==> config.mk <==
export PLATFORM = sky130hd
export DESIGN_NAME = operand_loader_flat
export DESIGN_NICKNAME = d
export VERILOG_FILES = /design/src/rtl/async_proc_pkg.sv /design/src/rtl/operand_loader_if.sv /design/src/rtl/switch_debounce.sv /design/src/rtl/operand_loader.sv /design/src/flat_wrapper.sv
export SDC_FILE = /design/constraint.sdc
export NUM_CORES = 1
export LEC_CHECK = 0
export CAP_MARGIN = 0
export CORE_ASPECT_RATIO = 1.5
export CORE_MARGIN = 1
export CORE_UTILIZATION = 59
export DETAILED_ROUTE_END_ITERATION = 8
export PLACE_DENSITY_LB_ADDON = 0.05
export SYNTH_ARGS = -nofsm -noshare
export SYNTH_HDL_FRONTEND = slang
export SYNTH_SLANG_ARGS = --single-unit
==> constraint.sdc <==
create_clock -name clk -period 2.45 [get_ports clk]
set_input_delay 0.49 -clock clk [delete_from_list [all_inputs] [get_ports clk]]
set_output_delay 0.49 -clock clk [all_outputs]
set_load 0.01 [all_outputs]
==> src/rtl/async_proc_pkg.sv <==
// Shared types and constants for the operand loader: FSM state encoding,
// operand count and default operand width.
package async_proc_pkg;

  localparam int NUM_OPS        = 4;
  localparam int DATA_W_DEFAULT = 4;

  typedef enum logic {
    COLLECT = 1'b0,
    ISSUE   = 1'b1
  } state_e;

endpackage

==> src/rtl/operand_loader_if.sv <==
// Switch-side inputs and operand-side handshake of the operand loader.
interface operand_loader_if
  import async_proc_pkg::*;
#(
  parameter int DATA_W = DATA_W_DEFAULT
);

  logic [DATA_W-1:0]  data_in;
  logic [NUM_OPS-1:0] load_in;
  logic [DATA_W-1:0]  op0;
  logic [DATA_W-1:0]  op1;
  logic [DATA_W-1:0]  op2;
  logic [DATA_W-1:0]  op3;
  logic [NUM_OPS-1:0] loaded;
  logic               op_valid;
  logic               op_ready;
  logic               drop;

  modport master (
    output data_in, load_in, op_ready,
    input  op0, op1, op2, op3, loaded, op_valid, drop
  );

  modport slave (
    input  data_in, load_in, op_ready,
    output op0, op1, op2, op3, loaded, op_valid, drop
  );

endinterface

==> src/rtl/switch_debounce.sv <==
// One load line: 2-flop synchronizer, stability counter, debounced level
// and a registered rising-edge pulse of the debounced level.
module switch_debounce #(
  parameter int DB_CYCLES = 4
) (
  input  logic clk,
  input  logic rst,
  input  logic raw_in,
  output logic rise
);

  localparam logic [7:0] CNT_LAST = 8'(DB_CYCLES - 1);

  logic       sync1_q, sync1_d;
  logic       sync2_q, sync2_d;
  logic       level_q, level_d;
  logic       level_dly_q, level_dly_d;
  logic [7:0] cnt_q, cnt_d;

  always_comb begin
    sync1_d     = raw_in;
    sync2_d     = sync1_q;
    level_d     = level_q;
    level_dly_d = level_q;
    cnt_d       = cnt_q;
    if (sync2_q == level_q) begin
      cnt_d = '0;
    end else if (cnt_q == CNT_LAST) begin
      level_d = sync2_q;
      cnt_d   = '0;
    end else begin
      cnt_d = cnt_q + 8'd1;
    end
  end

  always_ff @(posedge clk) begin
    if (rst) begin
      sync1_q     <= 1'b0;
      sync2_q     <= 1'b0;
      level_q     <= 1'b0;
      level_dly_q <= 1'b0;
      cnt_q       <= '0;
    end else begin
      sync1_q     <= sync1_d;
      sync2_q     <= sync2_d;
      level_q     <= level_d;
      level_dly_q <= level_dly_d;
      cnt_q       <= cnt_d;
    end
  end

  // High for the single cycle after the debounced level goes 0->1.
  assign rise = level_q & ~level_dly_q;

endmodule

==> src/rtl/operand_loader.sv <==
// Collects four operands from debounced load switches and offers them as a
// complete set via a valid/ready handshake; loads during ISSUE are dropped.
module operand_loader
  import async_proc_pkg::*;
#(
  parameter int DATA_W    = DATA_W_DEFAULT,
  parameter int DB_CYCLES = 4
) (
  input logic              clk,
  input logic              rst,
  operand_loader_if.slave  bus
);

  logic [NUM_OPS-1:0] load_ev;
  logic [DATA_W-1:0]  data_s1_q, data_s2_q;
  logic [DATA_W-1:0]  op_q [NUM_OPS];
  logic [DATA_W-1:0]  op_d [NUM_OPS];
  logic [NUM_OPS-1:0] loaded_q, loaded_d;
  logic               op_valid_q, op_valid_d;
  logic               drop_q, drop_d;
  state_e             state_q, state_d;

  for (genvar g = 0; g < NUM_OPS; g++) begin : g_db
    switch_debounce #(.DB_CYCLES(DB_CYCLES)) u_db (
      .clk    (clk),
      .rst    (rst),
      .raw_in (bus.load_in[g]),
      .rise   (load_ev[g])
    );
  end

  always_comb begin
    state_d    = state_q;
    op_d       = op_q;
    loaded_d   = loaded_q;
    op_valid_d = op_valid_q;
    drop_d     = 1'b0;
    case (state_q)
      COLLECT: begin
        for (int i = 0; i < NUM_OPS; i++) begin
          if (load_ev[i]) begin
            op_d[i]     = data_s2_q;
            loaded_d[i] = 1'b1;
          end
        end
        // Advance only once the full set is already visible on loaded.
        if (loaded_q == '1) begin
          state_d    = ISSUE;
          op_valid_d = 1'b1;
        end
      end
      ISSUE: begin
        drop_d = |load_ev;
        if (bus.op_ready) begin
          state_d    = COLLECT;
          loaded_d   = '0;
          op_valid_d = 1'b0;
        end
      end
      default: begin
        state_d    = COLLECT;
        op_valid_d = 1'b0;
      end
    endcase
  end

  always_ff @(posedge clk) begin
    if (rst) begin
      data_s1_q  <= '0;
      data_s2_q  <= '0;
      for (int i = 0; i < NUM_OPS; i++) op_q[i] <= '0;
      loaded_q   <= '0;
      op_valid_q <= 1'b0;
      drop_q     <= 1'b0;
      state_q    <= COLLECT;
    end else begin
      data_s1_q  <= bus.data_in;
      data_s2_q  <= data_s1_q;
      op_q       <= op_d;
      loaded_q   <= loaded_d;
      op_valid_q <= op_valid_d;
      drop_q     <= drop_d;
      state_q    <= state_d;
    end
  end

  assign bus.op0      = op_q[0];
  assign bus.op1      = op_q[1];
  assign bus.op2      = op_q[2];
  assign bus.op3      = op_q[3];
  assign bus.loaded   = loaded_q;
  assign bus.op_valid = op_valid_q;
  assign bus.drop     = drop_q;

endmodule

==> src/flat_wrapper.sv <==
// flat-port wrapper written by rule: the top's interface ports become plain ports
module operand_loader_flat import async_proc_pkg::*;
#(
  parameter int DATA_W    = DATA_W_DEFAULT,
  parameter int DB_CYCLES = 4
)
  (clk, rst, bus_data_in, bus_load_in, bus_op_ready, bus_op0, bus_op1, bus_op2, bus_op3, bus_loaded, bus_op_valid, bus_drop);
  operand_loader_if #(.DATA_W(DATA_W)) bus_i ();
  input logic clk;
  input logic rst;
  input wire logic [$bits(bus_i.data_in)-1:0] bus_data_in;
  input wire logic [$bits(bus_i.load_in)-1:0] bus_load_in;
  input wire logic [$bits(bus_i.op_ready)-1:0] bus_op_ready;
  output wire logic [$bits(bus_i.op0)-1:0] bus_op0;
  output wire logic [$bits(bus_i.op1)-1:0] bus_op1;
  output wire logic [$bits(bus_i.op2)-1:0] bus_op2;
  output wire logic [$bits(bus_i.op3)-1:0] bus_op3;
  output wire logic [$bits(bus_i.loaded)-1:0] bus_loaded;
  output wire logic [$bits(bus_i.op_valid)-1:0] bus_op_valid;
  output wire logic [$bits(bus_i.drop)-1:0] bus_drop;
  assign bus_i.data_in = bus_data_in;
  assign bus_i.load_in = bus_load_in;
  assign bus_i.op_ready = bus_op_ready;
  assign bus_op0 = bus_i.op0;
  assign bus_op1 = bus_i.op1;
  assign bus_op2 = bus_i.op2;
  assign bus_op3 = bus_i.op3;
  assign bus_loaded = bus_i.loaded;
  assign bus_op_valid = bus_i.op_valid;
  assign bus_drop = bus_i.drop;
  operand_loader #(.DATA_W(DATA_W), .DB_CYCLES(DB_CYCLES)) u_core (.clk(clk), .rst(rst), .bus(bus_i));
endmodule
==> reports/results.ini <==
[run_status]
outcome=finished, final reports clean

[route]
sum_of_routed_wire_length_over_all_layers_um=5190
detail_route.iter0.violations=125
detailroute.via_count=2140
detailedRoute.firstPassIterationCount=4
vias_per_cell=5.27
remaining_drc_errors=0
drtAntennaViolNets=0
average_wire_per_cell_in_the_routed_design_um=12.8

[floorplanning]
initial_cell_density_of_the_core=0.630
core_area_sq_um=4620
die_w_um=59.3
io_pins=33
chipHeight_um=88.0
design.die.area_sq_um=5220
num_rows=30

[clock_tree]
insertion_delay_ns=0.35
tritoncts=done
clock_tree.buffer_depth=2
cts_sinks=79
cts_root_buffer=sky130_fd_sc_hd__clkbuf_8
clock_tree.htree_level_count=3
count_of_hold_buffers_inserted_by_post_cts_repair=0
cts_resized=0
post_cts.repair.setup_buffers=0
cts-buffers-inserted=9
cts.reportedPaths.clkPinSlew_ns=0.08

[power]
swShare=0.196
internal_power_uw=1920
p_leak_uw=0.00123
power.density_cell_area_nw_per_um2=678
clock_power_share=0.431
power.combinational.fraction=0.022
reported_net_switching_power_uw=466
ir_drop_mv=0.442
sequentialPowerShare=0.548

[synthesis]
syn-cell-area_sq_um=2910
synth_nets=314
syn_inst=299
postSynth.topFlopCell=sky130_fd_sc_hd__dfxtp_1
ys.warnings.count=0
synth_seq_cells=79
yosys.cell_types.count=26
synthArstFlopShare=0
synth_sequential_area_ratio=0.544
syn-mean-instance-area_sq_um=9.73
synth-edff-count=0

[sta]
finalSetupViolations=0
finalHoldWorstSlack_ns=0.439
timing.final.crit_share=0.769
setup-tns-final_ns=0
unrepaired_setup_endpoints_after_global_routing=no
fin_ws_ns=0.566
relSlewSlack=0.606
timing.clock.skew_ns=0.00782
final_hold_viol_count=0
report.final.slew_viol_count=0
max_freq_ghz=0.531
tightestPinTransition_ns=0.589
shortest_period_the_worst_path_allows_ns=1.88

[setup_path]
cp_data_required_time_ns=2.67
reg2regPathDepth=4
critical_path_endpoint_category=flip-flop
worstSetupPathType=reg2reg
cp.arrival_ns=2.10
ff2ff_setup_slack_ns=0.57
rr_startpoint=u_core.g_db[3].u_db.cnt_q[0]
reg2reg_to=u_core.g_db[3].u_db.cnt_q[2]
setup.worst_path.start_class=flip-flop
cp-startpoint=u_core.g_db[3].u_db.cnt_q[0]
cp-endpoint=u_core.g_db[3].u_db.cnt_q[2]
highest_net_fanout_along_the_worst_path=7

[placed_design]
place_ws_ns=0.509
gp_congestion=0.738
post-place-cells=391
hpwl_um=3580
portBuffers=32

[grt]
pin_count_of_the_biggest_net_entering_global_routing=33
track_usage=0.226
grt_pass1_vias=2016
grt_antenna_before_repair=0
grt.overflow.total=0
grt_pass1_wl_um=8710

[cells_and_area]
final_cell_count_no_fill=406
area_delta_synth_final_pct=20.8
drive_above_1_share=0.0789
fin_nets=353
mostFrequentLayoutCell=sky130_fd_sc_hd__dfxtp_1
num_antenna_cells=0
mostFrequentLayoutCells=sky130_fd_sc_hd__dfxtp_1 (79), sky130_fd_sc_hd__nor2_1 (39), sky130_fd_sc_hd__clkdlybuf4s50_1 (32), sky130_fd_sc_hd__nor2b_1 (21), sky130_fd_sc_hd__a21oi_1 (21)

[run]
drv.max_cap_violation_count=0

[worst_hold_path]
hold_class=reg2reg

layer usage:
metal  global-route usage  up-vias  part of all wire
li1                     -     1097                 -
met1                0.253      992              0.43
met2                0.383       43              0.51
met3               0.0798        8             0.040
met4               0.0909        0             0.017
met5                    0        -                 0
critical path: stages, from the launching register on:
cell and delay (ns):
sky130_fd_sc_hd__dfxtp_1 0.41, sky130_fd_sc_hd__ha_1 0.24, sky130_fd_sc_hd__or4b_4 0.50, sky130_fd_sc_hd__o211ai_1 0.50, sky130_fd_sc_hd__nor2_1 0.10
state kept, by name, summed over array words and instances (netlist names):
signal and flops:
u_core.g_db.u_db.cnt_q 32, u_core.bus.loaded 4, u_core.bus.op0 4, u_core.bus.op1 4
u_core.bus.op2 4, u_core.bus.op3 4, u_core.data_s1_q 4, u_core.data_s2_q 4
u_core.g_db.u_db.level_dly_d 4, u_core.g_db.u_db.level_dly_q 4, u_core.g_db.u_db.sync1_q 4, u_core.g_db.u_db.sync2_q 4
u_core.bus.drop 1, u_core.bus.op_valid 1, u_core.state_q 1
stage by stage:
stage / util / instance area (sq um) / total power [uW]
global route: 0.761 / 3510 / 2470
finish: 0.761 / 3510 / 2380
CTS: 0.761 / 3510 / 2400
global placement: 0.715 / 3300 / 1390
detailed placement: 0.715 / 3300 / 1390
floorplan: - / 2910 / 1360
how the worst min path moves through the flow:
stage | start | endpoint | slack [ns] | depth (start not counted)
2_1_floorplan | u_core.data_s1_q[0] | u_core.data_s2_q[0] | 0.41 | 1
3_3_place_gp | u_core.data_s1_q[3] | u_core.data_s2_q[3] | 0.42 | 1
3_5_place_dp | u_core.g_db[0].u_db.sync1_q | u_core.g_db[0].u_db.sync2_q | 0.43 | 1
4_1_cts | u_core.g_db[0].u_db.sync1_q | u_core.g_db[0].u_db.sync2_q | 0.44 | 1
5_1_grt | u_core.g_db[0].u_db.sync1_q | u_core.g_db[0].u_db.sync2_q | 0.46 | 1
6_report | u_core.g_db[0].u_db.sync1_q | u_core.g_db[0].u_db.sync2_q | 0.44 | 1
layout make-up:
cell class              instances  area (sq um)
well taps                      64          80.1
multi-input cells             202          1260
clock inverters                 4          70.1
clock buffers                  11           141
inverters                      12          45.0
fillers                       344          1100
flip-flops and latches         79          1580
repair buffers                 34           335
synthesized netlist by cell type (2+ instances only):
cell type | instances | area share
sky130_fd_sc_hd__nor2b_1 | 21 | 0.045
sky130_fd_sc_hd__or3b_2 | 3 | 0.0090
sky130_fd_sc_hd__o21ai_0 | 16 | 0.028
sky130_fd_sc_hd__dfxtp_1 | 79 | 0.54
sky130_fd_sc_hd__or3_1 | 17 | 0.037
sky130_fd_sc_hd__inv_1 | 11 | 0.014
sky130_fd_sc_hd__nand4_1 | 4 | 0.0086
sky130_fd_sc_hd__nor3b_2 | 4 | 0.017
sky130_fd_sc_hd__nand2b_1 | 2 | 0.0043
sky130_fd_sc_hd__nand3_1 | 15 | 0.026
sky130_fd_sc_hd__or4_4 | 3 | 0.012
sky130_fd_sc_hd__xnor2_1 | 5 | 0.015
sky130_fd_sc_hd__xor2_1 | 11 | 0.033
sky130_fd_sc_hd__a21oi_1 | 21 | 0.036
sky130_fd_sc_hd__mux2i_1 | 16 | 0.055
sky130_fd_sc_hd__ha_1 | 4 | 0.017
sky130_fd_sc_hd__o211ai_1 | 4 | 0.010
sky130_fd_sc_hd__nand2_1 | 12 | 0.015
sky130_fd_sc_hd__clkbuf_1 | 6 | 0.0077
sky130_fd_sc_hd__nor2_1 | 39 | 0.050
power by group through the flow:
stage	sequential (uW)	clock (uW)	combinational [uW]
global placement	1340	0	50.4
floorplan	1330	0	28.0
detailed placement	1340	0	51.7
finish	1310	1030	51.2
global route	1310	1110	57.1
CTS	1310	1040	51.6
logic make-up (layout without fill, tap and decap cells):
| group | after synthesis | count (layout) | synth area share |
|---|---|---|---|
| compound gates | 43 | 43 | 0.0787 |
| simple gates | 123 | 123 | 0.234 |
| mux | 16 | 16 | 0.0551 |
| buf+inv | 18 | 61 | 0.0232 |
| xor+xnor | 16 | 16 | 0.0482 |
| fa+ha+maj | 4 | 4 | 0.0172 |
| flops | 79 | 79 | 0.544 |
No activity file was read; power rests on OpenSTA's default activity.
